<file path="src/rtl/daq_event_builder_if.sv">
// Bus bundles for the DAQ event builder: 32-bit stream input and 64-bit event link output.
// Pure wiring; no latency.
// Backpressure: stream uses tvalid/tready, link uses ready/almost_full toward the producer.

interface daq_axis_if;
    logic        tvalid;
    logic        tready;
    logic [31:0] tdata;
    logic        tlast;

    modport master (output tvalid, output tdata, output tlast, input  tready);
    modport slave  (input  tvalid, input  tdata, input  tlast, output tready);
endinterface

interface daq_link_if;
    logic        ready;
    logic        almost_full;
    logic        valid;
    logic        header;
    logic        trailer;
    logic [63:0] data;

    modport master (input  ready, input  almost_full,
                    output valid, output header, output trailer, output data);
    modport slave  (output ready, output almost_full,
                    input  valid, input  header, input  trailer, input  data);
endinterface

</file>
<file path="src/rtl/daq_event_builder.sv">
// Frames each 32-bit stream packet as one 64-bit DAQ event: header, packed payload, trailer.
// Latency: header 1 cycle after IDLE sees a pending beat; data word 1 cycle after its completing beat.
// Backpressure: tready = go (ready & ~almost_full) in PAYLOAD; trailer waits for go. Optional BX stamp: DAQ_EVB_BX_COUNTER_EN.

module daq_event_builder #(
    parameter logic [11:0] SOURCE_ID         = 12'h000,
    parameter int          MAX_PAYLOAD_WORDS = 1024
) (
    input  logic        clk,
    input  logic        rst_n,
    daq_axis_if.slave   s_axis,
    daq_link_if.master  daq,
    output logic [23:0] event_number,
    output logic        truncated
);

    localparam logic [19:0] MAX_WORDS = 20'(MAX_PAYLOAD_WORDS);

    typedef enum logic [1:0] {IDLE, PAYLOAD, TRAILER} state_t;

    state_t      r_state, w_state_nxt;
    logic        r_valid, r_header, r_trailer;
    logic [63:0] r_data;
    logic [23:0] r_event_number;
    logic        r_truncated;
    logic [19:0] r_wcnt;
    logic        r_half;
    logic [31:0] r_hi;
    logic        r_odd;
    logic        r_trunc_evt;

    logic        w_go, w_accept, w_sat;
    logic        w_emit_hdr, w_emit_word, w_emit_trl, w_set_odd, w_set_trunc;
    logic [63:0] w_word, w_hdr_word, w_trl_word;
    logic [11:0] w_bx;

    assign w_go            = daq.ready & ~daq.almost_full;
    assign s_axis.tready   = w_go & (r_state == PAYLOAD);
    assign w_accept        = s_axis.tvalid & s_axis.tready;
    assign w_sat           = (r_wcnt == MAX_WORDS);

`ifdef DAQ_EVB_BX_COUNTER_EN
    logic [11:0] r_bx;

    // Free-running bunch-crossing counter, one LHC orbit (3564 slots) long.
    always_ff @(posedge clk or negedge rst_n) begin
        if (!rst_n)                 r_bx <= 12'd0;
        else if (r_bx == 12'd3563)  r_bx <= 12'd0;
        else                        r_bx <= r_bx + 12'd1;
    end

    assign w_bx = r_bx;
`else
    assign w_bx = 12'h000;
`endif

    assign w_hdr_word = {8'h00, r_event_number, w_bx, SOURCE_ID, 8'h00};
    // CRC field left zero; the link inserts it.
    assign w_trl_word = {32'h0, r_event_number[7:0], r_trunc_evt, r_odd, 2'b00,
                         r_wcnt + 20'd2};

    // Next state and per-cycle emit decisions.
    always_comb begin
        w_state_nxt = r_state;
        w_emit_hdr  = 1'b0;
        w_emit_word = 1'b0;
        w_emit_trl  = 1'b0;
        w_word      = 64'h0;
        w_set_odd   = 1'b0;
        w_set_trunc = 1'b0;
        unique case (r_state)
            IDLE: begin
                // Header only once a beat is pending, so no event is ever empty.
                if (s_axis.tvalid && w_go) begin
                    w_emit_hdr  = 1'b1;
                    w_state_nxt = PAYLOAD;
                end
            end
            PAYLOAD: begin
                if (w_accept) begin
                    if (w_sat) begin
                        // Beat still consumed so the sender drains, but its data is dropped.
                        w_set_trunc = 1'b1;
                    end else if (r_half) begin
                        w_emit_word = 1'b1;
                        w_word      = {r_hi, s_axis.tdata};
                    end else if (s_axis.tlast) begin
                        w_emit_word = 1'b1;
                        w_word      = {s_axis.tdata, 32'h0};
                        w_set_odd   = 1'b1;
                    end
                    if (s_axis.tlast) w_state_nxt = TRAILER;
                end
            end
            TRAILER: begin
                if (w_go) begin
                    w_emit_trl  = 1'b1;
                    w_state_nxt = IDLE;
                end
            end
            default: w_state_nxt = IDLE;
        endcase
    end

    // State register.
    always_ff @(posedge clk or negedge rst_n) begin
        if (!rst_n) r_state <= IDLE;
        else        r_state <= w_state_nxt;
    end

    // Output word register, pack buffer, counters and status bits.
    always_ff @(posedge clk or negedge rst_n) begin
        if (!rst_n) begin
            r_valid        <= 1'b0;
            r_header       <= 1'b0;
            r_trailer      <= 1'b0;
            r_data         <= 64'h0;
            r_event_number <= 24'h000001;
            r_truncated    <= 1'b0;
            r_wcnt         <= 20'd0;
            r_half         <= 1'b0;
            r_hi           <= 32'h0;
            r_odd          <= 1'b0;
            r_trunc_evt    <= 1'b0;
        end else begin
            r_valid   <= w_emit_hdr | w_emit_word | w_emit_trl;
            r_header  <= w_emit_hdr;
            r_trailer <= w_emit_trl;
            if (w_emit_hdr)       r_data <= w_hdr_word;
            else if (w_emit_word) r_data <= w_word;
            else if (w_emit_trl)  r_data <= w_trl_word;

            // Pairing continues through discarded beats; tlast always closes the pair.
            if (w_accept) begin
                r_half <= ~r_half & ~s_axis.tlast;
                if (!r_half) r_hi <= s_axis.tdata;
            end
            if (w_emit_word) r_wcnt <= r_wcnt + 20'd1;
            if (w_set_odd)   r_odd  <= 1'b1;
            if (w_set_trunc) begin
                r_trunc_evt <= 1'b1;
                r_truncated <= 1'b1;
            end
            if (w_emit_trl) begin
                r_event_number <= r_event_number + 24'd1;
                r_wcnt         <= 20'd0;
                r_odd          <= 1'b0;
                r_trunc_evt    <= 1'b0;
                r_half         <= 1'b0;
            end
        end
    end

    assign daq.valid    = r_valid;
    assign daq.header   = r_header;
    assign daq.trailer  = r_trailer;
    assign daq.data     = r_data;
    assign event_number = r_event_number;
    assign truncated    = r_truncated;

endmodule

</file>
<file path="src/flat_wrapper.sv">
// flat-port wrapper written by rule: the top's interface ports become plain ports
module daq_event_builder_flat 
#(
    parameter logic [11:0] SOURCE_ID         = 12'h000,
    parameter int          MAX_PAYLOAD_WORDS = 1024
)
  (clk, rst_n, event_number, truncated, s_axis_tvalid, s_axis_tdata, s_axis_tlast, s_axis_tready, daq_ready, daq_almost_full, daq_valid, daq_header, daq_trailer, daq_data);
  daq_axis_if s_axis_i ();
  daq_link_if daq_i ();
  input  logic clk;
  input  logic rst_n;
  output logic [23:0] event_number;
  output logic truncated;
  input wire logic [$bits(s_axis_i.tvalid)-1:0] s_axis_tvalid;
  input wire logic [$bits(s_axis_i.tdata)-1:0] s_axis_tdata;
  input wire logic [$bits(s_axis_i.tlast)-1:0] s_axis_tlast;
  output wire logic [$bits(s_axis_i.tready)-1:0] s_axis_tready;
  input wire logic [$bits(daq_i.ready)-1:0] daq_ready;
  input wire logic [$bits(daq_i.almost_full)-1:0] daq_almost_full;
  output wire logic [$bits(daq_i.valid)-1:0] daq_valid;
  output wire logic [$bits(daq_i.header)-1:0] daq_header;
  output wire logic [$bits(daq_i.trailer)-1:0] daq_trailer;
  output wire logic [$bits(daq_i.data)-1:0] daq_data;
  assign s_axis_i.tvalid = s_axis_tvalid;
  assign s_axis_i.tdata = s_axis_tdata;
  assign s_axis_i.tlast = s_axis_tlast;
  assign s_axis_tready = s_axis_i.tready;
  assign daq_i.ready = daq_ready;
  assign daq_i.almost_full = daq_almost_full;
  assign daq_valid = daq_i.valid;
  assign daq_header = daq_i.header;
  assign daq_trailer = daq_i.trailer;
  assign daq_data = daq_i.data;
  daq_event_builder #(.SOURCE_ID(SOURCE_ID), .MAX_PAYLOAD_WORDS(MAX_PAYLOAD_WORDS)) u_core (.clk(clk), .rst_n(rst_n), .s_axis(s_axis_i), .daq(daq_i), .event_number(event_number), .truncated(truncated));
endmodule
</file>
<file path="config.mk">
export PLATFORM = sky130hd
export DESIGN_NAME = daq_event_builder_flat
export DESIGN_NICKNAME = d
export VERILOG_FILES = /design/src/rtl/daq_event_builder_if.sv /design/src/rtl/daq_event_builder.sv /design/src/flat_wrapper.sv
export SDC_FILE = /design/constraint.sdc
export NUM_CORES = 1
export LEC_CHECK = 0
export ABC_AREA = 1
export CORE_ASPECT_RATIO = 1.75
export CORE_UTILIZATION = 45
export CTS_CLUSTER_DIAMETER = 80
export DETAILED_ROUTE_END_ITERATION = 8
export GPL_ROUTABILITY_DRIVEN = 0
export PLACE_DENSITY_LB_ADDON = 0.25
export REMOVE_ABC_BUFFERS = 1
export SLEW_MARGIN = 20
export SYNTH_ARGS = -nofsm -noshare
export SYNTH_HDL_FRONTEND = slang
export SYNTH_SLANG_ARGS = --single-unit
</file>
<file path="constraint.sdc">
create_clock -name clk -period 4.3 [get_ports clk]
set_input_delay 0.43 -clock clk [delete_from_list [all_inputs] [get_ports clk]]
set_output_delay 0.43 -clock clk [all_outputs]
set_load 0.005 [all_outputs]
</file>
==> impl_metrics.env <==
export IMPL_cts_clk_slew_worst_paths_ns=0.07
export IMPL_muxShareOfSynthArea_pct=1.108
export IMPL_cts_htree_levels=4
export IMPL_insertion_delay_ns=0.43
export IMPL_drtIter0Drc=447
export IMPL_synthAdderAreaFrac_pct=0.6153
export IMPL_track_usage_pct=25.74
export IMPL_crit_path_max_incr_delay_ns=0.67
export IMPL_post_cts_buffers=0
export IMPL_p_leak_nw=4.783
export IMPL_ys_ff_latch=149
export IMPL_clock_fmax_ghz=0.3574
export IMPL_vdd_drop_max_mv=0.2896
export IMPL_cts_hold_buf=0
export IMPL_fill_cells=1669
export IMPL_cts_tree="built"
export IMPL_synth_top_family_by_area="simple AND/OR/NAND/NOR gates"
export IMPL_drtPass1Iterations=5
export IMPL_synth_compound_area_share_pct=6.799
export IMPL_relSlewSlack_pct=31.05
export IMPL_critPathRequiredTime_ns=4.61
export IMPL_path_max_fanout=73
export IMPL_ys_seq_area_share_pct=45.85
export IMPL_synth_area_top_cells="dfrtp_1 (46%), nand2_1 (17%), nand3_1 (9.8%)"
export IMPL_drive_gt1_share_pct=6.114
export IMPL_syn_inst=1082
export IMPL_grt_pass1_wl_um=37640
export IMPL_max_cap_violations=0
export IMPL_place_ws_ns=1.383
export IMPL_cts_num_sinks=149
export IMPL_hold_viol_final=0
export IMPL_path_cells="inv_1 > ha_1 > nand3_1 > nor2_2 > nand3_2 > nand2_4 > buf_4 > o21ai_0 > nand3_1 > nand2_1"
export IMPL_core_area_sq_um=17620
export IMPL_cts_resized=0
export IMPL_antenna_found_initial=0
export IMPL_min_period_ns=2.798
export IMPL_vias=7708
export IMPL_cp_end_kind="flip-flop"
export IMPL_yosys_area_share_simple_pct=33.96
export IMPL_antenna_left=0
export IMPL_dieArea_sq_um=18640
export IMPL_outcome="complete, no violations"
export IMPL_port_buffers=130
export IMPL_area_growth_pct=24.46
export IMPL_hpwl_um=16190
export IMPL_cts_buffers=17
export IMPL_async_reset_ff_share_pct=100.0
export IMPL_post_route_period_util_pct=65.07
export IMPL_cts_root_buffer="clkbuf_16"
export IMPL_synth_xor_xnor_area_share_pct=3.338
export IMPL_syn_area_sq_um=8134
export IMPL_power_density_nw_per_um2=551.5
export IMPL_hp_class="input port to async pin"
export IMPL_fin_setup_tns_ns=0
export IMPL_die_h_um=179.9
export IMPL_crit_top_cell="nand3_1"
export IMPL_ys_warnings_count=0
export IMPL_yosysTopAreaCell="dfrtp_1"
export IMPL_clock_path_buffers=2
export IMPL_layout_setup_ws_ns=1.502
export IMPL_critPathSlowestCell="buf_4"
export IMPL_worst_pin_slew_ns=1.031
export IMPL_finalClockSkew_ns=0.01268
export IMPL_die_w_um=103.6
export IMPL_num_rows=64
export IMPL_io_pins=131
export IMPL_setup_violations=0
export IMPL_final_nets=1224
export IMPL_ys_types=36
export IMPL_grt_ovfl_total=0
export IMPL_synth_top_area_share_pct=45.53
export IMPL_critical_path_arrival_ns=3.11
export IMPL_place_area_sq_um=9474
export IMPL_grt_pass1_vias=7306
export IMPL_criticalPathCategory="flip-flop to flip-flop"
export IMPL_wl_per_cell_um=16.53
export IMPL_worstSetupStartpointType="flip-flop"
export IMPL_grt_max_degree=97
export IMPL_final_cell_area_sq_um=10120
export IMPL_synth_edf_count=0
export IMPL_start_util_pct=46.17
export IMPL_via_per_inst=5.409
export IMPL_syn_avg_cell_area_sq_um=7.518
export IMPL_drv_slew=0
export IMPL_drc=0
export IMPL_wl_um=23560
export IMPL_rsz0062_at_grt="false"
export IMPL_synth_ff_type="dfrtp_1"
export IMPL_diodes=0
export IMPL_yosysMostFrequentCell="nand2_1"
export IMPL_ys_top_cells_by_count="nand2_1 (368), nand3_1 (159), dfrtp_1 (148)"
-- cells by family (layout without fill, tap and decap cells) --
logic type / after synthesis / count (layout)
AOI/OAI and AO/OA: 103 / 103
DFF: 149 / 149
and+or+nand+nor: 639 / 639
muxes: 8 / 8
xor gates and xnor gates: 31 / 31
buffers and inverters: 148 / 260
adders and majority gates: 4 / 4
-- routing by layer --
metal | vias up | track usage (%) | part of all wire, %
met3 | 65 | 3.154 | 4.7
met1 | 3680 | 28.89 | 38
li1 | 3675 | - | -
met5 | - | 0 | 0
met2 | 288 | 47.06 | 54
met4 | 0 | 13.74 | 3.9
-- sequential cells by signal (all words and copies together) (netlist names) --
signal and count:
u_core.daq.data 64, u_core.daq.header 1, u_core.daq.trailer 1, u_core.daq.valid 1, u_core.event_number 24, u_core.r_half 1, u_core.r_hi 32, u_core.r_odd 1
u_core.r_state 2, u_core.r_trunc_evt 1, u_core.r_wcnt 20, u_core.truncated 1
-- worst paths after layout --
check	to	cells past startpoint	slack, ns	from
worst max-delay path	u_core.daq.data[6]	10	1.50	u_core.r_wcnt[0]
worst min-delay path	u_core.truncated	1	0.06	rst_n
worst max register to register	u_core.daq.data[6]	10	1.50	u_core.r_wcnt[0]
worst min register to register	u_core.r_hi[8]	2	0.48	u_core.r_hi[8]
max in group asynchronous	u_core.daq.data[43]	2	3.21	rst_n
min in group clk	u_core.r_hi[8]	2	0.48	u_core.r_hi[8]
-- through the flow --
step	total power, mW	hold WS [ns]	utilization (%)	instances
after floorplan	3.049	0.1344	-	1025
after global placement	3.915	0.4657	53.78	1394
after detailed placement	3.954	0.4730	53.78	1394
after CTS	5.606	0.1421	57.46	1425
after global routing	5.907	0.1903	57.46	1425
final	5.584	0.06054	57.46	1425
-- worst max-delay path: cells and delay by family, from the launching register on --
kind                     cells  cell delay (ns)
AND/OR/NAND/NOR              6             0.91
flip-flops                   1             0.49
AO/OA/AOI/OAI                1             0.21
adder cells (fa/ha/maj)      1             0.17
buffers and inverters        2             0.82
-- where the power goes --
part / switching (mW) / total [mW] / internal, mW
sequential: 0.383 / 2.21 / 1.83
clock: 0.575 / 1.65 / 1.07
combinational: 0.912 / 1.73 / 0.818
total: 1.87 / 5.58 / 3.71
-- final cells by class --
class | count | area [sq um] | share of cell area [%]
inverters | 91 | 341.6 | 3.374
well taps | 231 | 289.0 | 2.855
clock inverters | 9 | 175.2 | 1.730
repair buffers | 138 | 1375 | 13.58
clock buffers | 22 | 474.2 | 4.684
flip-flops and latches | 149 | 3731 | 36.86
multi-input cells | 785 | 3737 | 36.92
-- cell usage in the layout (no fill, tap or decap), types with 11 or more instances in the layout --
cell and n:
nand2_1 367, nand3_1 159, dfrtp_1 147, clkdlybuf4s50_1 129, inv_1 86, o21ai_0 76, nor2_1 66, xor2_1 24
clkbuf_16 17, nor3_1 11
(Power assumes the default switching activity.)
